File: config.mk
export PLATFORM = sky130hd
export DESIGN_NAME = spi_accel_responder
export DESIGN_NICKNAME = d
export VERILOG_FILES = /design/src/rtl/spi_accel_responder.sv
export SDC_FILE = /design/constraint.sdc
export NUM_CORES = 1
export LEC_CHECK = 0
export CAP_MARGIN = 40
export CORE_AREA = 2 2 194 196
export CTS_CLUSTER_SIZE = 14
export DETAILED_ROUTE_END_ITERATION = 12
export DIE_AREA = 0 0 196 198
export DONT_BUFFER_PORTS = 1
export PLACE_DENSITY = 0.7
export SLEW_MARGIN = 25
export SYNTH_ARGS = -nofsm -noshare
export SYNTH_HDL_FRONTEND = slang
export SYNTH_SLANG_ARGS = --single-unit
export TNS_END_PERCENT = 1
File: constraint.sdc
create_clock -name clk -period 6.2 [get_ports clk]
set_input_delay 0 -clock clk [delete_from_list [all_inputs] [get_ports clk]]
set_output_delay 0 -clock clk [all_outputs]
set_load 0.1 [all_outputs]
File: src/rtl/spi_accel_responder.sv
// rtl/spi_accel_responder.sv - SPI mode-0 slave emulating the 3-axis accelerometer register map
//
// Oversamples sclk/cs/mosi on clk, decodes write (0x0A) / read (0x0B) commands
// with address auto-increment, and serves a 2**ADDR_W x 8 register file.
// Addresses 0x00-0x0F are read-only (ID, axis data, status); 0x10 and up are writable.
// Optional feature macro: RESP_DRDY_EN (STATUS 0x0B bit0 DATA_READY + drdy port).
//
// Ports:
//   clk, rst_n            system clock, asynchronous active-low reset
//   sclk, cs, mosi        SPI bus from the master (cs active low, sclk idles low)
//   miso, miso_oe         slave data and its output enable (high while cs low)
//   sample_valid          one-clk strobe qualifying x_data/y_data/z_data
//   x_data,y_data,z_data  signed axis samples
//   wr_strobe             one-clk pulse per committed register write
//   wr_addr, wr_data      address/data of that write
//   measure_en            reg 0x2D[1:0] == 2'b10
//   drdy                  (RESP_DRDY_EN only) mirror of STATUS.DATA_READY
module spi_accel_responder #(
  parameter int         ADDR_W      = 6,
  parameter int         SYNC_STAGES = 2,
  parameter logic [7:0] DEVID       = 8'hAD
) (
  input  logic              clk,
  input  logic              rst_n,
  input  logic              sclk,
  input  logic              cs,
  input  logic              mosi,
  output logic              miso,
  output logic              miso_oe,
  input  logic              sample_valid,
  input  logic [7:0]        x_data,
  input  logic [7:0]        y_data,
  input  logic [7:0]        z_data,
  output logic              wr_strobe,
  output logic [ADDR_W-1:0] wr_addr,
  output logic [7:0]        wr_data,
`ifdef RESP_DRDY_EN
  output logic              drdy,
`endif
  output logic              measure_en
);

  localparam logic [7:0] CMD_WRITE = 8'h0A;
  localparam logic [7:0] CMD_READ  = 8'h0B;

  typedef enum logic [2:0] {IDLE, CMD, ADDR, WDATA, RDATA, IGNORE} state_t;
  state_t state, state_nx;

  logic [SYNC_STAGES-1:0] sclk_sync, cs_sync, mosi_sync;
  logic s_sclk, s_cs, s_mosi, sclk_d, cs_d;
  logic sclk_rise, sclk_fall, cs_rise, cs_fall, byte_done;
  logic [2:0]        bit_cnt;
  logic [6:0]        rx_shift;
  logic [6:0]        tx_shift;
  logic [7:0]        rx_byte, rd_byte;
  logic [ADDR_W-1:0] addr_ptr;
  logic              is_read, load_pend, rd_load, wr_commit;
  logic              sample_now, pend_apply, pend_valid;
  logic [7:0]        ax_x, ax_y, ax_z, pend_x, pend_y, pend_z;
  logic [7:0]        regs [16:(1<<ADDR_W)-1];
`ifdef RESP_DRDY_EN
  logic              drdy_bit;
`endif

  // Synchronizers plus one extra flop each for edge detection.
  always_ff @(posedge clk or negedge rst_n) begin
    if (!rst_n) begin
      sclk_sync <= '0;
      cs_sync   <= '1;
      mosi_sync <= '0;
      sclk_d    <= 1'b0;
      cs_d      <= 1'b1;
    end else begin
      sclk_sync <= {sclk_sync[SYNC_STAGES-2:0], sclk};
      cs_sync   <= {cs_sync[SYNC_STAGES-2:0], cs};
      mosi_sync <= {mosi_sync[SYNC_STAGES-2:0], mosi};
      sclk_d    <= s_sclk;
      cs_d      <= s_cs;
    end
  end

  assign s_sclk    = sclk_sync[SYNC_STAGES-1];
  assign s_cs      = cs_sync[SYNC_STAGES-1];
  assign s_mosi    = mosi_sync[SYNC_STAGES-1];
  assign sclk_rise = s_sclk & ~sclk_d;
  assign sclk_fall = ~s_sclk & sclk_d;
  assign cs_rise   = s_cs & ~cs_d;
  assign cs_fall   = ~s_cs & cs_d;
  assign rx_byte   = {rx_shift, s_mosi};
  assign byte_done = sclk_rise && (bit_cnt == 3'd7);

  always_ff @(posedge clk or negedge rst_n) begin
    if (!rst_n) state <= IDLE;
    else        state <= state_nx;
  end

  always_comb begin
    state_nx = state;
    if (cs_rise) begin
      state_nx = IDLE;
    end else begin
      case (state)
        IDLE:    if (cs_fall) state_nx = CMD;
        CMD:     if (byte_done)
                   state_nx = (rx_byte == CMD_WRITE || rx_byte == CMD_READ) ? ADDR : IGNORE;
        ADDR:    if (byte_done) state_nx = is_read ? RDATA : WDATA;
        default: state_nx = state;
      endcase
    end
  end

  // cs edges take priority so a byte cut short by cs rise never commits.
  assign wr_commit = byte_done && state == WDATA && !cs_rise && !cs_fall &&
                     addr_ptr >= ADDR_W'(16);
  assign rd_load   = sclk_fall && state == RDATA && load_pend && !cs_rise && !cs_fall;

  always_comb begin
    rd_byte = 8'h00;
    if (addr_ptr >= ADDR_W'(16)) begin
      rd_byte = regs[addr_ptr];
    end else begin
      case (addr_ptr[3:0])
        4'h0:    rd_byte = DEVID;
        4'h1:    rd_byte = 8'h1D;
        4'h2:    rd_byte = 8'hF2;
        4'h8:    rd_byte = ax_x;
        4'h9:    rd_byte = ax_y;
        4'hA:    rd_byte = ax_z;
`ifdef RESP_DRDY_EN
        4'hB:    rd_byte = {7'b0, drdy_bit};
`endif
        default: rd_byte = 8'h00;
      endcase
    end
  end

  always_ff @(posedge clk or negedge rst_n) begin
    if (!rst_n) begin
      bit_cnt   <= '0;
      rx_shift  <= '0;
      tx_shift  <= '0;
      addr_ptr  <= '0;
      is_read   <= 1'b0;
      load_pend <= 1'b0;
      miso      <= 1'b0;
      miso_oe   <= 1'b0;
      wr_strobe <= 1'b0;
      wr_addr   <= '0;
      wr_data   <= '0;
    end else begin
      wr_strobe <= 1'b0;
      miso_oe   <= ~s_cs;
      if (cs_rise || cs_fall) begin
        bit_cnt   <= '0;
        miso      <= 1'b0;
        load_pend <= 1'b0;
      end else if (state != IDLE) begin
        if (sclk_rise) begin
          bit_cnt  <= bit_cnt + 3'd1;
          rx_shift <= rx_byte[6:0];
        end
        if (byte_done) begin
          case (state)
            CMD:  is_read <= (rx_byte == CMD_READ);
            ADDR: begin
              addr_ptr  <= rx_byte[ADDR_W-1:0];
              load_pend <= 1'b1;
            end
            WDATA: begin
              if (wr_commit) begin
                wr_strobe <= 1'b1;
                wr_addr   <= addr_ptr;
                wr_data   <= rx_byte;
              end
              addr_ptr <= addr_ptr + ADDR_W'(1);
            end
            RDATA: begin
              addr_ptr  <= addr_ptr + ADDR_W'(1);
              load_pend <= 1'b1;
            end
            default: ;
          endcase
        end
        // First fall after a byte boundary presents the MSB; the next 7 shift.
        if (rd_load) begin
          miso      <= rd_byte[7];
          tx_shift  <= rd_byte[6:0];
          load_pend <= 1'b0;
        end else if (sclk_fall && state == RDATA) begin
          miso     <= tx_shift[6];
          tx_shift <= {tx_shift[5:0], 1'b0};
        end
      end
    end
  end

  always_ff @(posedge clk or negedge rst_n) begin
    if (!rst_n) begin
      for (int i = 16; i < (1 << ADDR_W); i++) regs[ADDR_W'(i)] <= 8'h00;
    end else if (wr_commit) begin
      regs[addr_ptr] <= rx_byte;
    end
  end

  assign measure_en = (regs[ADDR_W'(45)][1:0] == 2'b10);

  // Samples arriving during a transaction are parked so a burst read stays coherent.
  assign sample_now = sample_valid && (state == IDLE || cs_rise);
  assign pend_apply = !sample_valid && pend_valid && state == IDLE;

  always_ff @(posedge clk or negedge rst_n) begin
    if (!rst_n) begin
      ax_x       <= '0;
      ax_y       <= '0;
      ax_z       <= '0;
      pend_x     <= '0;
      pend_y     <= '0;
      pend_z     <= '0;
      pend_valid <= 1'b0;
    end else if (sample_now) begin
      ax_x       <= x_data;
      ax_y       <= y_data;
      ax_z       <= z_data;
      pend_valid <= 1'b0;
    end else if (sample_valid) begin
      pend_x     <= x_data;
      pend_y     <= y_data;
      pend_z     <= z_data;
      pend_valid <= 1'b1;
    end else if (pend_apply) begin
      ax_x       <= pend_x;
      ax_y       <= pend_y;
      ax_z       <= pend_z;
      pend_valid <= 1'b0;
    end
  end

`ifdef RESP_DRDY_EN
  // Set has priority over the read-side clear.
  always_ff @(posedge clk or negedge rst_n) begin
    if (!rst_n)                                   drdy_bit <= 1'b0;
    else if (sample_now || pend_apply)            drdy_bit <= 1'b1;
    else if (rd_load && addr_ptr == ADDR_W'(8))   drdy_bit <= 1'b0;
  end

  assign drdy = drdy_bit;
`endif

endmodule

# --- Word level (Yosys, flattened, before mapping) ---
# Cells that the tools add are included.
# Widths: inputs -> output; s select.
totals:
  register_bits: 486
  output_inout_bits: 18
classes:
  n_addsub: 2
  magnitude_cmp: 3
  n_eq_ne: 16
  mux: 47
  n_bitwise: 11
  reduce_logical: 46
op_table:
  columns: ["operator", "count"]
  rows:
  - ["$bwmux 384", 1]
  - ["$mux 8", 13]
  - ["$bmux 8 s6", 1]
  - ["$demux 8 s6", 1]
  - ["$pmux 8 s6", 1]
  - ["$mux 3", 9]
  - ["$mux 1", 17]
  - ["$eq 8x4->1 const B", 2]
  - ["$reduce_bool 3->1", 5]
  - ["$mux 7", 2]
  - ["$logic_and 1x1->1", 13]
  - ["$eq 4x4->1 const B", 3]
  - ["$pmux 6 s2", 1]
  - ["$reduce_and 4->1", 3]
  - ["$reduce_and 2->1", 5]
  - ["$reduce_bool 2->1", 5]
  - ["$ne 3x3->1 const B", 3]
  - ["$pmux 3 s3", 1]
  - ["$reduce_and 3->1", 3]
  - ["$ge 7x7->1 const B", 1]
  - ["$lt 7x1->1 const B", 1]
  - ["$not 6->7", 1]
  - ["$add 6x1->6 const B", 1]
  - ["$eq 3x2->1 const B", 2]
  - ["16 further kinds", 30]

# --- Logic depth before layout (Yosys ltp) ---
logic_depth:
  ltp_word: 12
  depth_mapped: 11
  mapped_depth_nobuf: 8

# --- Worst setup path before layout ---
# OpenSTA, ideal clock, no wires.
synth_path:
  path_type: "flip-flop to flip-flop"
  from: "register addr_ptr[1]"
  to: "register tx_shift[5]"
  arrival_ns: 2.464
  required_time_ns: 6.074
  slack_ns: 3.610
  stages_incl_launch_ff: 12
  n_path_buf: 4
  synth_period_minus_slack_ns: 2.590
  cell_sequence: "dfrtp_1 buf_4 buf_6 clkinv_1 buf_2 ha_1 clkbuf_1 o31ai_1 a31oi_1 nor4_1 and4_1 a21oi_1"
synth_via:
  elab_chain_len: 6
  word_cells_on_any_way: 14
  cone_classes: "order compare (1); eq/ne (5); mux (6); bitwise (1); reduce/logical (1)"
synth_lines:
  columns: ["element", "line_no", "text"]
  rows:
  - ["start, declared", "56", "logic [ADDR_W-1:0] addr_ptr;"]
  - ["start signal, assigned", "166", "addr_ptr <= rx_byte[ADDR_W-1:0];"]
  - ["start signal, assigned", "175", "addr_ptr <= addr_ptr + ADDR_W'(1);"]
  - ["start signal, assigned", "178", "addr_ptr <= addr_ptr + ADDR_W'(1);"]
  - ["$not 6->7 (implied by the code)", "120", "rd_byte = regs[addr_ptr];"]
  - ["$bmux 8 s6", "120", null]
  - ["$mux 8 (implied by the code) (2 in a row)", "120", null]
  - ["$mux 8 (*)", "119", "if (addr_ptr >= ADDR_W'(16)) begin"]
  - ["$mux 7 (*)", "185", "if (rd_load) begin"]
  - ["end signal, assigned", "187", "tx_shift <= rd_byte[6:0];"]
  - ["end signal, assigned", "191", "tx_shift <= {tx_shift[5:0], 1'b0};"]
  - ["end, declared", "54", "logic [6:0] tx_shift;"]
# Mark *: on every way between the ends. The rest lies on a longest branch, timed or not. The select of a mux whose other input is x is not followed.
# A chain may end at the register's enable or synchronous reset.

# --- Worst setup path in the final report ---
layout_path:
  from: "register cs_d"
  to: "register regs[146] (netlist name) (enable)"
layout_via:
  elab_chain_len: 7
  word_cells_on_any_way: 9
  cone_classes: "bitwise (3); reduce/logical (6)"
layout_lines:
  columns: ["element", "line_no", "text"]
  rows:
  - ["start, declared", "50", "logic s_sclk, s_cs, s_mosi, sclk_d, cs_d;"]
  - ["start signal, assigned", "78", "cs_d <= s_cs;"]
  - ["$not 1->1", "87", "assign cs_rise = s_cs & ~cs_d;"]
  - ["$and 1x1->1", "87", null]
  - ["$logic_not 1->1", "113", "assign wr_commit = byte_done && state == WDATA && !cs_rise && !cs_fall &&"]
  - ["$logic_and 1x1->1", "113", null]
  - ["$logic_and 1x1->1 (*) (2 in a row)", "113", null]
  - ["$reduce_and 2->1 (no line) (*)", null, null]
  - ["end signal, assigned by index", "201", "regs[addr_ptr] <= rx_byte;"]
  - ["end, declared", "60", "logic [7:0] regs [16:(1<<ADDR_W)-1];"]
# Mark *: on every way between the ends. The rest lies on a longest branch, timed or not.

==> results.yml <==
status:
  status: "finished clean"
timing:
  hold_viol_final: 0
  rsz0062_at_grt: "no"
  max_freq_mhz: 280
  final.min_clock_period_ps: 3570
  max_slew_margin: 0.404
  fin_hold_ws_ps: 7.07
  setup_violations: 0
  fin_setup_tns_ps: 0
  worstMarginPinSlew_ps: 894
  drv_slew: 0
  finClkSkew_ps: 19.8
  post-route-period-util: 0.575
global_route:
  grt_pass1_wl_um: 81200
  grt_max_degree: 231
  grt_pass1_vias: 12700
  gr-total-overflow: 0
  antenna_found_initial: 1
  track_usage: 0.283
clocking:
  clk_latency_ps: 590
  cts.sinks: 486
  cts_root_buf: "clkbuf_16"
  cts.clk_slew.worst_paths_ps: 60
  htreeDepth: 2
  cts_buffer_depth: 3
  cts-buffers-inserted: 49
  cts_tree: "yes"
power_and_ir_drop:
  peakVddDrop_mv: 0.338
  power.density_nw_per_um2: 332
  p_leak_nw: 9.15
synthesis:
  postSynth.asyncResetShare: 0.473
  synthSimpleGateAreaFrac: 0.0707
  syn_area_per_cell_um2: 14.3
  seq_area_frac_synth: 0.650
  yosys.area_share.xor_xnor: 0.000846
  synth_top_family_by_area: "multiplexers"
  synthFlopType: "edfxtp_1"
  synthCells: 1449
  yosysTopAreaCell: "edfxtp_1"
  netlist_top_cells_area: "edfxtp_1, dfrtp_1, mux2_2"
  yosys_warnings: 0
  synth_top_area_frac: 0.371
  netlist_area_um2: 20700
  synthAdderAreaFrac: 0.00484
  synth_nets: 1487
  synth_cell_types: 75
  ys_ff_latch: 486
  muxShareOfSynthArea: 0.152
  synth-edff-count: 256
  synth_compound_area_frac: 0.0964
finish:
  final_cell_mix: "edfxtp_1, dfrtp_1, mux2_2, nand2_1, nor2_1"
  antenna_cells: 0
  final_common_cell: "edfxtp_1"
  nNetsFinal: 1536
  area_growth_pct: 13.7
  drive_gt1_frac: 0.243
  nFillCells: 2702
routing:
  drtIter0Drc: 1482
  ant_nets: 0
  drcViolationCount: 0
  via_per_inst: 6.52
  firstDrtPassIters: 8
  num_vias: 13100
  wl_um: 54100
  drt-wirelength-per-cell_um: 26.9
floorplanning:
  pin_count: 48
  fp.dieH_um: 198
  core_area_um2: 37000
  die_w_um: 196
  die_area_um2: 38800
  start_util: 0.560
  rows: 71
worst_setup_path:
  end_kind: "register"
  r2r_slack_ps: 2630
  r2r_cells: 8
  r2r-start: "cs_d"
  critPathKind: "reg2reg"
  r2r_end: "regs[146]"
  startpoint_type: "register"
  critPathMaxFanout: 8
  cp_data_required_time_ps: 6410
  cp_data_arrival_time_ps: 3770
placement:
  place.gp.congestion: 0.935
  port_buffers: 0
  dp_hpwl_um: 33400
worst_hold_path:
  min_path_type: "in2async"
run:
  cap_viol_max_count: 0
-- worst max-delay path by stage --
stage / startpoint / endpoint / slack (ps) / cells past startpoint
floorplan: addr_ptr[1] / tx_shift[5] / 3610 / 11
global placement: addr_ptr[1] / tx_shift[5] / 2320 / 7
detailed placement: cs_d / regs[188] / 2590 / 8
CTS: cs_d / regs[211] / 2530 / 8
global route: cs_d / regs[243] / 2530 / 8
finish: cs_d / regs[146] / 2630 / 8
-- cells in the mapped netlist (4+ instances only) --
library cell	number
buf_6	8
clkbuf_1	48
buf_2	29
a221oi_1	54
buf_4	9
and2b_1	4
nand2_1	112
mux2_2	187
nand3_1	13
mux2i_1	59
o21ai_0	59
a31oi_1	8
nor4_1	4
inv_1	7
nor2b_1	10
nand2b_1	9
mux4_2	15
o21a_1	8
nor3_1	6
nor2_1	85
o22ai_1	26
a22oi_1	45
o2111ai_1	4
edfxtp_1	256
and2_1	7
a21oi_1	29
a21o_1	6
nand2_2	8
mux4_1	4
dfrtp_1	227
ha_1	8
nor2_4	4
o221ai_1	10
or2_2	5
a221o_1	7
-- repair_timing --
item	4_1_cts	5_1_grt
resized for setup	0	0
endpoints found under the hold margin	282	0
setup endpoints to repair	0	0
hold buffers	33	0
buffers inserted	0	0
-- state kept, by name, summed over array words and instances, names as in the netlist, 8 cells and up --
| name | count |
|---|---|
| ax_y | 8 |
| ax_z | 8 |
| pend_z | 8 |
| ax_x | 8 |
| pend_y | 8 |
| pend_x | 8 |
| regs | 384 |
| wr_data | 8 |
-- layout make-up --
cell class	count	area, µm²	share of cell area
tap	474	593	0.0252
sequential	486	13500	0.572
inverter	8	30.0	0.00128
timing repair buffer	96	1070	0.0457
clock inverter	14	146	0.00622
multi-input combinational	857	6750	0.287
clock buffer	73	1480	0.0629
-- per-layer routing --
metal / track usage / vias to the layer above / share of wire
li1: - / 5619 / -
met1: 0.406 / 6703 / 0.42
met2: 0.440 / 653 / 0.46
met3: 0.0543 / 119 / 0.088
met4: 0.0903 / 2 / 0.032
met5: 0 / - / 0.00022
-- power by group --
group / total [W] / switching, W / internal, W
clock network: 0.00298 / 0.00121 / 0.00177
registers: 0.00398 / 0.000179 / 0.00380
logic: 0.000863 / 0.000591 / 0.000272
total: 0.00781 / 0.00198 / 0.00584
-- per-stage QoR --
step / instances / area, µm² / setup WS, ps / total power (W) / utilization
floorplan: 1449 / 20700 / 3610 / 0.00449 / -
CTS: 1988 / 23300 / 2530 / 0.00784 / 0.632
detailed placement: 1868 / 21400 / 2590 / 0.00484 / 0.578
finish: 2008 / 23500 / 2630 / 0.00781 / 0.637
global placement: 1843 / 21000 / 2320 / 0.00479 / 0.567
global route: 2008 / 23500 / 2530 / 0.00808 / 0.637
-- worst max-delay path, cell delays in order, from the launching register on --
cell     delay, ps
dfstp_2        530
inv_1           40
ha_1           280
nor2_1         440
o21ai_2        200
nor3_2         420
and2_1         370
nand2_1        220
nor2_1         690
-- logic make-up after synthesis --
kind of cell / after synthesis
simple gates: 298
fa+ha+maj: 8
xor+xnor: 2
flops: 486
compound gates: 283
buf+inv: 106
mux: 265
other cells: 1
Power figures use the tool's default switching activity.
